**src/rtl/mem_access_sequencer.sv**
```systemverilog
// mem_access_sequencer
//   Arbitrates between the instruction-fetch port and the load/store port.
//   Each transaction loads the MAR, then drives the memory read or write
//   strobe until mem_ready or a timeout, and then returns read data and an
//   error flag to the requester that owns it with a one-cycle done pulse.
//
// Ports
//   clk, reset                 clock and synchronous active-high reset
//   if_req, if_addr, if_done   fetch request, address and completion pulse
//   ls_req, ls_we, ls_addr,
//   ls_wdata, ls_done          data request (we=1 store), address, store
//                              data and completion pulse
//   rsp_rdata, rsp_err         response data and timeout flag, valid with
//                              the done pulse and held until the next one
//   busy                       high whenever a transaction is in progress
//   mar_load, mar_addr         MAR load strobe and address
//   mem_rd, mem_wr, mem_wdata  memory strobes and store data
//   mem_rdata, mem_ready       memory read data and completion handshake
module mem_access_sequencer #(
  parameter int DATA_WIDTH     = 32,
  parameter int TIMEOUT_CYCLES = 16
) (
  input  logic                  clk,
  input  logic                  reset,
  input  logic                  if_req,
  input  logic [DATA_WIDTH-1:0] if_addr,
  output logic                  if_done,
  input  logic                  ls_req,
  input  logic                  ls_we,
  input  logic [DATA_WIDTH-1:0] ls_addr,
  input  logic [DATA_WIDTH-1:0] ls_wdata,
  output logic                  ls_done,
  output logic [DATA_WIDTH-1:0] rsp_rdata,
  output logic                  rsp_err,
  output logic                  busy,
  output logic                  mar_load,
  output logic [DATA_WIDTH-1:0] mar_addr,
  output logic                  mem_rd,
  output logic                  mem_wr,
  output logic [DATA_WIDTH-1:0] mem_wdata,
  input  logic [DATA_WIDTH-1:0] mem_rdata,
  input  logic                  mem_ready
);

  localparam int CNT_W = $clog2(TIMEOUT_CYCLES + 1);
  localparam logic [CNT_W-1:0] CNT_LAST = CNT_W'(TIMEOUT_CYCLES - 1);

  typedef enum logic [1:0] {IDLE, LOAD_MAR, ACCESS, RESP} state_t;

  state_t                  state;
  logic                    last_ls;   // 1 = data port won the previous grant
  logic                    own_ls;    // owner of the current transaction
  logic                    we_q;
  logic [DATA_WIDTH-1:0]   wdata_q;
  logic [CNT_W-1:0]        cnt;
  logic                    grant_ls;

  // A lone requester always wins; on a tie the port that lost last time wins.
  assign grant_ls = ls_req && (!if_req || !last_ls);

  always_ff @(posedge clk) begin
    if (reset) begin
      state     <= IDLE;
      last_ls   <= 1'b1;
      own_ls    <= 1'b0;
      we_q      <= 1'b0;
      wdata_q   <= '0;
      cnt       <= '0;
      if_done   <= 1'b0;
      ls_done   <= 1'b0;
      rsp_rdata <= '0;
      rsp_err   <= 1'b0;
      busy      <= 1'b0;
      mar_load  <= 1'b0;
      mar_addr  <= '0;
      mem_rd    <= 1'b0;
      mem_wr    <= 1'b0;
      mem_wdata <= '0;
    end else begin
      if_done  <= 1'b0;
      ls_done  <= 1'b0;
      mar_load <= 1'b0;
      case (state)
        IDLE: begin
          if (if_req || ls_req) begin
            state    <= LOAD_MAR;
            busy     <= 1'b1;
            own_ls   <= grant_ls;
            last_ls  <= grant_ls;
            we_q     <= grant_ls && ls_we;
            wdata_q  <= ls_wdata;
            // mar_addr doubles as the latched address; it holds until the
            // next grant.
            mar_load <= 1'b1;
            mar_addr <= grant_ls ? ls_addr : if_addr;
          end
        end
        LOAD_MAR: begin
          state  <= ACCESS;
          cnt    <= '0;
          mem_rd <= !we_q;
          mem_wr <= we_q;
          if (we_q) mem_wdata <= wdata_q;
        end
        ACCESS: begin
          if (mem_ready) begin
            state   <= RESP;
            mem_rd  <= 1'b0;
            mem_wr  <= 1'b0;
            rsp_err <= 1'b0;
            // Stores leave the previous read data in place.
            if (!we_q) rsp_rdata <= mem_rdata;
            if (own_ls) ls_done <= 1'b1;
            else        if_done <= 1'b1;
          end else if (cnt == CNT_LAST) begin
            state     <= RESP;
            mem_rd    <= 1'b0;
            mem_wr    <= 1'b0;
            rsp_err   <= 1'b1;
            rsp_rdata <= '0;
            if (own_ls) ls_done <= 1'b1;
            else        if_done <= 1'b1;
          end else begin
            cnt <= cnt + 1'b1;
          end
        end
        RESP: begin
          state <= IDLE;
          busy  <= 1'b0;
        end
        default: begin
          state <= IDLE;
          busy  <= 1'b0;
        end
      endcase
    end
  end

endmodule
```
**config.mk**
```make
export PLATFORM = sky130hd
export DESIGN_NAME = mem_access_sequencer
export DESIGN_NICKNAME = d
export VERILOG_FILES = /design/src/rtl/mem_access_sequencer.sv
export SDC_FILE = /design/constraint.sdc
export NUM_CORES = 1
export LEC_CHECK = 0
export CAP_MARGIN = 20
export CORE_MARGIN = 8
export CORE_UTILIZATION = 25
export CTS_CLUSTER_DIAMETER = 150
export DETAILED_ROUTE_END_ITERATION = 10
export PLACE_DENSITY = 0.6
export SYNTH_ARGS = -nofsm -noshare
export SYNTH_HDL_FRONTEND = slang
export SYNTH_SLANG_ARGS = --single-unit
```
**constraint.sdc**
```tcl
create_clock -name clk -period 2.07 [get_ports clk]
set_clock_uncertainty 0.05 [all_clocks]
set_input_delay 0.207 -clock clk [delete_from_list [all_inputs] [get_ports clk]]
set_output_delay 0.207 -clock clk [all_outputs]
set_load 0.02 [all_outputs]
```
# Word-level counts from Yosys, hierarchy flattened
# Index checks and enable logic that the tools add are counted.
# word_totals
reg_bits	145
latchBits	0
mem_bits_rw	0
romBits	0
inputBits	134
output_inout_bits	103
wordCells	75
mem_count	0
# op_classes
add_sub_neg	1
n_mul	0
n_div	0
order_cmp	0
n_eq_ne	9
n_shift	0
muxes	26
n_bitwise	2
reduce_logical	21
# ops
cell	count
32-bit 2-to-1 mux	4
1-bit 2-to-1 mux	12
2-bit AND reduction	6
5-bit 2-to-1 mux	2
5-bit one-hot mux with 2 select lines	1
2-bit != test (second input constant)	4
2-bit one-hot mux with 4 select lines	1
2-bit 2-to-1 mux	3
1-bit one-hot mux with 2 select lines	3
3-bit AND reduction	2
2-bit nonzero test	3
5-bit by 1-bit adder with 5-bit output (second input constant)	1
5-bit by 4-bit == test with 1-bit output (second input constant)	1
2-bit == test (second input constant)	2
2-bit OR reduction	2
1-bit logical NOT	3
3-bit != test (second input constant)	1
2-bit by 1-bit == test with 1-bit output (second input constant)	1
1-bit logical AND	2
2-bit logical NOT	1
1-bit logical OR	2
1-bit NOT	2

# Longest topological paths before layout
# Gate-level depths: netlist (run 1).
# depth
ltp_word	4
mapped_depth	7
depth_no_buf	6

# Worst setup path after synthesis (run 1)
# OpenSTA, ideal clock, no wires.
# synth_path
path_type	reg-to-reg
startpoint	reg cnt[0]
endpoint	reg cnt[2]
setup_time_ns	0.074
arrival_time_ns	1.787
t_required_ns	1.946
setup_slack_ns	0.159
stages_incl_launch_ff	7
path_buffers	0
synth_period_minus_slack_ns	1.911
cell_sequence	dfxtp_1 -> ha_1 -> and3_1 -> ha_1 -> or3b_2 -> or4_1 -> o21ai_0
# synth_between
elab_chain_cells	4
word_cells_on_any_way	7
classes_between	add/sub: 1; eq/ne: 2; mux: 3; reduce/logical: 1
# synth_rtl
element	line_no	rtl
start, declared	55	logic [CNT_W-1:0] cnt;
start signal, assigned	124	cnt <= cnt + 1'b1;
5-bit by 1-bit adder with 5-bit output	124	
5-bit 2-to-1 mux	115	end else if (cnt == CNT_LAST) begin
5-bit 2-to-1 mux	106	if (mem_ready) begin
5-bit one-hot mux with 2 select lines	83	case (state)
# Several ways; a longest one is shown, not always the timed one. The select of a mux whose other input is x is not followed.
# A chain may end at the register's enable or synchronous reset.

# Worst setup path in the final report (run 1)
# Ends and elaborated chain as after synthesis.

==> impl_metrics.prom, run 1 <==
# TYPE chip_impl_metric gauge
chip_impl_info{name="cp_common_cell",value="ha_1"} 1
chip_impl_metric{name="cts-buffers-inserted",unit=""} 17
chip_impl_info{name="tritoncts",value="yes"} 1
chip_impl_metric{name="core_region_area",unit="sq mm"} 0.02189
chip_impl_metric{name="insertion_delay",unit="ns"} 0.40
chip_impl_metric{name="netlist_instances",unit=""} 650
chip_impl_info{name="worst_path_max_delay_cell",value="or3b_2"} 1
chip_impl_info{name="grt_setup_unrepaired",value="false"} 1
chip_impl_metric{name="routed_wirelength",unit="um"} 17240
chip_impl_info{name="synth_area_leader_cell",value="dfxtp_1"} 1
chip_impl_metric{name="detailedPlacementHpwl",unit="um"} 12290
chip_impl_metric{name="antenna_cells",unit=""} 0
chip_impl_metric{name="viasPerCell",unit=""} 4.346
chip_impl_metric{name="first_pass_grt_wire_length",unit="um"} 26880
chip_impl_metric{name="die_width",unit="um"} 165.3
chip_impl_info{name="cells_traversed_along_the_worst_timing_path",value="ha_1 -> and3_1 -> ha_1 -> or3b_2 -> or4_1 -> o21ai_1"} 1
chip_impl_metric{name="reg_clk_slew_reported_paths",unit="ns"} 0.06
chip_impl_metric{name="tightest_slew",unit="ns"} 0.4762
chip_impl_metric{name="cp_max_fo",unit=""} 4
chip_impl_metric{name="syn_area_per_cell",unit="sq um"} 8.577
chip_impl_metric{name="post-route-drc-count",unit=""} 0
chip_impl_metric{name="fp.dieArea",unit="sq mm"} 0.02734
chip_impl_metric{name="route.antenna.remaining_nets",unit=""} 0
chip_impl_metric{name="cts_sinks",unit=""} 145
chip_impl_metric{name="timing.final.hold_violations",unit=""} 0
chip_impl_info{name="clock_tree.root_cell",value="clkbuf_16"} 1
chip_impl_metric{name="clockBufferDepth",unit=""} 2
chip_impl_metric{name="synth_fp_nets",unit=""} 791
chip_impl_metric{name="initial_cell_density_of_the_core",unit=""} 0.2547
chip_impl_metric{name="crit_path_max_incr_delay",unit="ns"} 0.46
chip_impl_metric{name="min_period_over_period",unit=""} 0.9579
chip_impl_metric{name="totalNegativeSetupSlack",unit="ns"} 0
chip_impl_metric{name="setup_viol_count_final",unit=""} 0
chip_impl_metric{name="max_clock_freq",unit="MHz"} 504.3
chip_impl_metric{name="layout_min_cycle_time",unit="ns"} 1.983
chip_impl_metric{name="vias",unit=""} 5076
chip_impl_info{name="cp-end-kind",value="flop"} 1
chip_impl_metric{name="routedWlPerCell",unit="um"} 14.76
chip_impl_metric{name="final_max_slew_viol_count",unit=""} 0
chip_impl_metric{name="post_synth_cell_types",unit=""} 38
chip_impl_metric{name="design_area",unit="sq mm"} 0.008867
chip_impl_metric{name="dieHeight",unit="um"} 165.3
chip_impl_info{name="final_common_cell",value="clkdlybuf4s50_1"} 1
chip_impl_metric{name="dr.first_iter.drc_count",unit=""} 217
chip_impl_metric{name="first_global_vias",unit=""} 5038
chip_impl_metric{name="grt_max_degree",unit=""} 56
chip_impl_metric{name="detailedRoute.firstPassIterationCount",unit=""} 6
chip_impl_metric{name="antenna_found_initial",unit=""} 0
chip_impl_metric{name="grt_remaining_overflow",unit=""} 0
chip_impl_metric{name="synth_top_cell_area_share",unit=""} 0.5206
chip_impl_metric{name="power-per-cell-area",unit="mW/mm^2"} 1068
chip_impl_metric{name="htree_levels",unit=""} 4
chip_impl_metric{name="vdd.ir_drop.worst",unit="mV"} 0.5143
chip_impl_metric{name="cts.hold.buffers_added",unit=""} 0
chip_impl_metric{name="power.leakage",unit="nW"} 3.177
chip_impl_metric{name="yosys_warnings",unit=""} 0
chip_impl_metric{name="total_power",unit="mW"} 9.468
chip_impl_metric{name="design.final.nets",unit=""} 1019
chip_impl_metric{name="rows",unit=""} 54
chip_impl_info{name="timing.setup.critical_path_class",value="reg -> reg"} 1
chip_impl_metric{name="cp.required",unit="ns"} 2.36
chip_impl_info{name="timing.critical_path.from_type",value="flop"} 1
chip_impl_metric{name="cts_setup_buffers",unit=""} 0
chip_impl_metric{name="yosys_register_bits",unit=""} 145
chip_impl_metric{name="buffer_ports.inserted",unit=""} 236
chip_impl_metric{name="detailed_place.area",unit="sq mm"} 0.008334
chip_impl_metric{name="max_cap_viol_count",unit=""} 0
chip_impl_metric{name="syn2layout_area_growth",unit="%"} 59.04
chip_impl_metric{name="arrival",unit="ns"} 2.27
chip_impl_metric{name="grt_util_all_layers",unit=""} 0.1246
chip_impl_info{name="layout.cells.most_common_list",value="clkdlybuf4s50_1 (235), nand2_1 (164), dfxtp_1 (145)"} 1
chip_impl_metric{name="synth_sequential_area_ratio",unit=""} 0.5206
chip_impl_metric{name="place_congestion",unit=""} 0.6993
chip_impl_info{name="yosys-top-cells-area",value="dfxtp_1 (52%), nand2_1 (11%), a21oi_1 (6.6%)"} 1
chip_impl_metric{name="max-slew-margin-rel",unit=""} 0.6826
chip_impl_metric{name="post_synth_instance_area",unit="sq mm"} 0.005575
chip_impl_metric{name="nFillCells",unit=""} 2227
chip_impl_info{name="min-delay-path-class",value="in -> reg"} 1
chip_impl_info{name="run_status",value="finished, final reports clean"} 1
chip_impl_metric{name="num_io_pins",unit=""} 237
chip_impl_metric{name="drive_gt1_frac",unit=""} 0.06306
## final timing paths
path	start	endpoint	slack [ns]	cells after the start
setup reg to reg	cnt[0]$_SDFFE_PP0P_	cnt[2]$_SDFFE_PP0P_	0.09	6
setup / recovery	cnt[0]$_SDFFE_PP0P_	cnt[2]$_SDFFE_PP0P_	0.09	6
hold / removal	reset	mar_addr[10]$_SDFFE_PP0P_	0.27	2
hold reg to reg	wdata_q[1]$_SDFFE_PP0P_	mem_wdata[1]$_SDFFE_PP0P_	0.40	2
## layout make-up
class | count | area, sq um | area share
clock inverters | 7 | 88.84 | 0.01002
multi-input cells | 418 | 2338 | 0.2637
clock buffers | 22 | 444.2 | 0.05009
well taps | 280 | 350.3 | 0.03951
flip-flops and latches | 145 | 2903 | 0.3274
inverters | 38 | 142.6 | 0.01609
repair buffers | 258 | 2600 | 0.2932
## layer usage
layer / wire length [um] / global-route usage / vias to the layer above
met1: 7638 / 0.1511 / 2289
met4: 153 / 0.03328 / 0
met2: 8047 / 0.2013 / 142
li1: - / - / 2634
met5: 0 / 0 / -
met3: 1400 / 0.05032 / 11
## through the flow
stage | util | instances | setup WS (ns) | hold slack, ns
global route | 0.4051 | 1168 | 0.008218 | 0.2587
detailed placement | 0.3807 | 1139 | 0.1009 | 0.3937
finish | 0.4051 | 1168 | 0.08720 | 0.2699
CTS | 0.4051 | 1168 | 0.08060 | 0.2543
global placement | 0.3807 | 1139 | 0.1279 | 0.3877
floorplan | - | 650 | 0.1586 | 0.2527
## synthesized netlist by cell type (all sizes together)
cell / number
a21oi: 73
nor2: 36
a31oi: 1
nand2b: 1
ha: 7
nor4bb: 1
or3: 3
and4: 1
and3: 2
o211ai: 1
and2: 1
dfxtp: 145
buf: 24
clkbuf: 25
and4b: 1
o31ai: 32
o311a: 1
o21ai: 10
or4: 2
or3b: 2
or2b: 1
a211oi: 33
inv: 38
nor3b: 2
a22oi: 1
mux2i: 32
nand2: 164
o221a: 1
or2: 1
a32oi: 1
nand3b: 1
o21a: 2
nand3: 2
a21boi: 2
## flip-flops by register name, summed over array words and instances, names as in the netlist, 2 cells and up
register	count
rsp_rdata	32
wdata_q	32
state	2
mem_wdata	32
mar_addr	32
cnt	5
## timing repair
item	CTS	global route
endpoints found under the setup margin	0	1
resized for setup	0	1
endpoints found under the hold margin	0	0
## critical path: cells and delay by family, from the launching register on
family / cells / cell delay [ns]
AOI/OAI and AO/OA: 1 / 0.09
adders and majority gates: 2 / 0.40
DFF: 1 / 0.33
and+or+nand+nor: 3 / 1.05
## logic make-up after synthesis
kind of cell	count (synthesis)	synth area share
AOI/OAI and AO/OA	158	0.1766
DFF	145	0.5206
adders and majority gates	7	0.01571
and+or+nand+nor	221	0.1623
muxes	32	0.05745
buffers and inverters	87	0.06733
## where the power goes
part           leakage [nW]  internal (mW)  total, mW  switching (mW)
combinational          1.73           1.43       3.10            1.66
sequential             1.18           3.26       3.50           0.233
clock                 0.263           1.75       2.87            1.13
(Power assumes the default switching activity.)
==> inputs of run 2 (changes only) <==
--- a/config.mk
+++ b/config.mk
@@ -5,6 +5,7 @@
 export SDC_FILE = /design/constraint.sdc
 export NUM_CORES = 1
 export LEC_CHECK = 0
+export ABC_AREA = 1
 export CAP_MARGIN = 20
 export CORE_MARGIN = 8
 export CORE_UTILIZATION = 25
==> impl_metrics.prom, run 2 <==
# TYPE chip_impl_metric gauge
chip_impl_info{name="run_status",value="finished, final reports clean"} 1
chip_impl_metric{name="vdd.ir_drop.worst",unit="mV"} 0.5128
chip_impl_metric{name="synth_sequential_area_ratio",unit=""} 0.5081
chip_impl_metric{name="totalNegativeSetupSlack",unit="ns"} 0
chip_impl_info{name="synth_area_leader_cell",value="dfxtp_1"} 1
chip_impl_metric{name="cts.hold.buffers_added",unit=""} 0
chip_impl_metric{name="detailed_place.area",unit="sq mm"} 0.008335
chip_impl_metric{name="post_synth_xor_area_fraction",unit=""} 0
chip_impl_info{name="min-delay-path-class",value="in -> reg"} 1
chip_impl_info{name="crit-reg2reg-capture",value="rsp_rdata[1]$_SDFFE_PP0P_"} 1
chip_impl_metric{name="core_region_area",unit="sq mm"} 0.02257
chip_impl_metric{name="cts-buffers-inserted",unit=""} 17
chip_impl_metric{name="muxShareOfSynthArea",unit=""} 0
chip_impl_metric{name="cts_sinks",unit=""} 145
chip_impl_metric{name="cp.buffers_inverters",unit=""} 1
chip_impl_metric{name="fp.dieArea",unit="sq mm"} 0.02795
chip_impl_info{name="cells_traversed_along_the_worst_timing_path",value="ha_1 -> and3_1 -> ha_1 -> nand2_1 -> nand2_1 -> o21ai_2 -> buf_12 -> nand2_1 -> a21oi_1"} 1
chip_impl_metric{name="synth_edf_count",unit=""} 0
chip_impl_metric{name="synthSimpleGateAreaFrac",unit=""} 0.2711
chip_impl_info{name="hp-start",value="mem_rdata[29]"} 1
chip_impl_metric{name="tightest_slew",unit="ns"} 0.3884
chip_impl_info{name="hold_path_end",value="rsp_rdata[29]$_SDFFE_PP0P_"} 1
chip_impl_metric{name="die_width",unit="um"} 167.2
chip_impl_metric{name="detailedRoute.firstPassIterationCount",unit=""} 5
chip_impl_info{name="synth-main-ff-cell",value="dfxtp_1"} 1
chip_impl_metric{name="buffer_ports.inserted",unit=""} 236
chip_impl_metric{name="cts_setup_buffers",unit=""} 0
chip_impl_metric{name="nFillCells",unit=""} 2352
chip_impl_metric{name="grt_max_degree",unit=""} 102
chip_impl_info{name="worst_path_max_delay_cell",value="dfxtp_1"} 1
chip_impl_metric{name="design.final.nets",unit=""} 1157
chip_impl_metric{name="first_global_vias",unit=""} 5211
chip_impl_info{name="cp-end-kind",value="flop"} 1
chip_impl_metric{name="timing.final.hold_violations",unit=""} 0
chip_impl_metric{name="min_path_cells",unit=""} 3
chip_impl_metric{name="netlist_instances",unit=""} 798
chip_impl_metric{name="yosys_warnings",unit=""} 0
chip_impl_metric{name="cp_max_fo",unit=""} 32
chip_impl_metric{name="crit_path_max_incr_delay",unit="ns"} 0.33
chip_impl_metric{name="cp.required",unit="ns"} 2.36
chip_impl_metric{name="synth_top_cell_area_share",unit=""} 0.5081
chip_impl_metric{name="place_congestion",unit=""} 0.7218
chip_impl_metric{name="final_max_slew_viol_count",unit=""} 0
chip_impl_metric{name="synth_fp_nets",unit=""} 939
chip_impl_metric{name="vias",unit=""} 5512
chip_impl_metric{name="grt_util_all_layers",unit=""} 0.1243
chip_impl_info{name="synth_top_family_by_area",value="simple AND/OR/NAND/NOR gates"} 1
chip_impl_info{name="tritoncts",value="yes"} 1
chip_impl_metric{name="viasPerCell",unit=""} 4.198
chip_impl_metric{name="dr.first_iter.drc_count",unit=""} 215
chip_impl_metric{name="gr-usage-met3",unit=""} 0.05408
chip_impl_metric{name="min_period_over_period",unit=""} 0.8691
chip_impl_metric{name="post_synth_instance_area",unit="sq mm"} 0.005713
chip_impl_metric{name="multiInputGateArea",unit="sq mm"} 0.002372
chip_impl_metric{name="synth_adder_area_share",unit=""} 0.01533
chip_impl_metric{name="seq_area",unit="sq mm"} 0.002903
chip_impl_info{name="grt_setup_unrepaired",value="false"} 1
chip_impl_info{name="clock_tree.root_cell",value="clkbuf_16"} 1
chip_impl_metric{name="reg_clk_slew_reported_paths",unit="ns"} 0.06
chip_impl_metric{name="syn_area_per_cell",unit="sq um"} 7.159
chip_impl_info{name="crit-reg2reg-launch",value="cnt[0]$_SDFFE_PP0P_"} 1
chip_impl_metric{name="max_clock_freq",unit="MHz"} 555.9
chip_impl_metric{name="power.leakage",unit="nW"} 3.588
chip_impl_metric{name="clockBufferDepth",unit=""} 2
chip_impl_metric{name="max_cap_viol_count",unit=""} 0
chip_impl_info{name="post_synth_most_frequent_cells",value="nor2_1 (236), nand2_1 (154), dfxtp_1 (145)"} 1
chip_impl_info{name="yosys-top-cells-area",value="dfxtp_1 (51%), nor2_1 (16%), nand2_1 (10%)"} 1
chip_impl_metric{name="timing.reg2reg.worst_path_depth",unit=""} 9
chip_impl_metric{name="antenna_cells",unit=""} 0
chip_impl_metric{name="insertion_delay",unit="ns"} 0.41
chip_impl_metric{name="power-per-cell-area",unit="mW/mm^2"} 1165
chip_impl_metric{name="routed_wirelength",unit="um"} 17690
chip_impl_metric{name="dieHeight",unit="um"} 167.2
chip_impl_metric{name="grt_remaining_overflow",unit=""} 0
chip_impl_metric{name="design_area",unit="sq mm"} 0.008984
chip_impl_metric{name="post_synth_cell_types",unit=""} 21
chip_impl_info{name="yosys.cell_count.top_type",value="nor2_1"} 1
chip_impl_metric{name="routedWlPerCell",unit="um"} 13.47
chip_impl_metric{name="cts_resized",unit=""} 0
chip_impl_metric{name="max-slew-margin-rel",unit=""} 0.7410
chip_impl_info{name="layout.cells.most_common_list",value="nor2_1 (236), clkdlybuf4s50_1 (236), nand2_1 (154)"} 1
chip_impl_metric{name="layout_min_cycle_time",unit="ns"} 1.799
chip_impl_metric{name="antenna_found_initial",unit=""} 0
chip_impl_metric{name="reg2reg_setup_slack",unit="ns"} 0.27
chip_impl_metric{name="yosys_register_bits",unit=""} 145
chip_impl_metric{name="drive_gt1_frac",unit=""} 0.04572
chip_impl_metric{name="first_pass_grt_wire_length",unit="um"} 28190
chip_impl_metric{name="gr-usage-met1",unit=""} 0.1509
chip_impl_info{name="timing.setup.critical_path_class",value="reg -> reg"} 1
chip_impl_metric{name="post-route-drc-count",unit=""} 0
chip_impl_metric{name="syn2layout_area_growth",unit="%"} 57.25
chip_impl_metric{name="met2_usage",unit=""} 0.1965
chip_impl_info{name="timing.critical_path.max_delay_family",value="simple AND/OR/NAND/NOR gates"} 1
chip_impl_metric{name="htree_levels",unit=""} 4
chip_impl_metric{name="initial_cell_density_of_the_core",unit=""} 0.2531
chip_impl_metric{name="route.antenna.remaining_nets",unit=""} 0
chip_impl_metric{name="detailedPlacementHpwl",unit="um"} 12560
chip_impl_info{name="top_usage_layer",value="met2"} 1
chip_impl_metric{name="arrival",unit="ns"} 2.09
chip_impl_metric{name="rows",unit=""} 55
chip_impl_metric{name="num_io_pins",unit=""} 237
chip_impl_info{name="timing.critical_path.from_type",value="flop"} 1
chip_impl_metric{name="compound_gate_fraction_of_synth_area",unit=""} 0.1275
chip_impl_metric{name="setup_viol_count_final",unit=""} 0
chip_impl_info{name="cp_common_cell",value="nand2_1"} 1
chip_impl_metric{name="postSynth.asyncResetShare",unit=""} 0
==> run 2: cell types whose count changed after synthesis, moves of 6 or more <==
cell,delta
nor2_1,+200
o21ai_0,+85
a211oi_1,-33
mux2i_1,-32
o31ai_1,-32
a21oi_1,-29
nand2_1,-10
inv_1,+8
nand3_1,+8
buf_4,+7
clkbuf_1,-6
==> run 2: worst max path at each step <==
stage	startpoint	end	slack, ns	cells past startpoint
5_1_grt	cnt[0]$_SDFFE_PP0P_	rsp_rdata[8]$_SDFFE_PP0P_	0.15	9
3_5_place_dp	if_req	wdata_q[15]$_SDFFE_PP0P_	0.23	7
6_report	cnt[0]$_SDFFE_PP0P_	rsp_rdata[1]$_SDFFE_PP0P_	0.27	9
3_3_place_gp	if_req	mar_addr[16]$_SDFFE_PP0P_	0.28	7
2_1_floorplan	cnt[0]$_SDFFE_PP0P_	rsp_rdata[19]$_SDFFE_PP0P_	0.46	9
4_1_cts	cnt[0]$_SDFFE_PP0P_	rsp_rdata[1]$_SDFFE_PP0P_	0.25	9
==> run 2: kinds of logic after synthesis <==
group                      count (synthesis)
DFF                                      145
AOI/OAI and AO/OA                        144
adders and majority gates                  7
and+or+nand+nor                          405
buffers and inverters                     97
==> run 2: metrics by stage <==
stage                     setup WS (ns)  total power, mW  utilization  std cells  hold WS (ns)
after floorplan                  0.4645            5.722            -        798        0.2919
after global placement           0.2793            7.128       0.3693       1282        0.3967
after detailed placement         0.2312            7.168       0.3693       1282        0.4028
after CTS                        0.2529            10.64       0.3980       1313        0.2783
after global routing             0.1520            11.15       0.3980       1313        0.2844
final                            0.2710            10.47       0.3980       1313        0.3013
==> run 2: layer usage <==
layer / share of wire / vias to the layer above
met1: 0.46 / 2425
li1: - / 2914
met3: 0.080 / 16
met5: 0 / -
met4: 0.014 / 0
met2: 0.45 / 157
==> run 2: layout make-up <==
cell class / instances / share of cell area
clock inverters: 12 / 0.02284
well taps: 285 / 0.03969
multi-input cells: 556 / 0.2641
inverters: 49 / 0.02047
repair buffers: 247 / 0.2805
flip-flops and latches: 145 / 0.3231
clock buffers: 19 / 0.04930
==> run 2: worst reg2reg max path: cells and delay by family, from the launching register on <==
| family | cells | cell delay (ns) |
|---|---|---|
| compound gates | 2 | 0.24 |
| fa+ha+maj | 2 | 0.40 |
| buf+inv | 1 | 0.20 |
| flops | 1 | 0.33 |
| simple gates | 4 | 0.52 |
==> run 2: power breakdown <==
group	switching, mW	total [mW]	leakage (nW)	internal (mW)
registers	0.281	3.68	1.19	3.40
logic	1.93	3.39	2.09	1.46
clock network	1.23	3.40	0.310	2.18
total	3.43	10.5	3.59	7.04
==> inputs of run 3 (changes only) <==
--- a/config.mk
+++ b/config.mk
@@ -9,7 +9,7 @@
 export CAP_MARGIN = 20
 export CORE_MARGIN = 8
 export CORE_UTILIZATION = 25
-export CTS_CLUSTER_DIAMETER = 150
+export CTS_CLUSTER_SIZE = 30
 export DETAILED_ROUTE_END_ITERATION = 10
 export PLACE_DENSITY = 0.6
 export SYNTH_ARGS = -nofsm -noshare
==> results of run 3 <==
The final DEF is identical to that of run 2; final timing and power are the same.
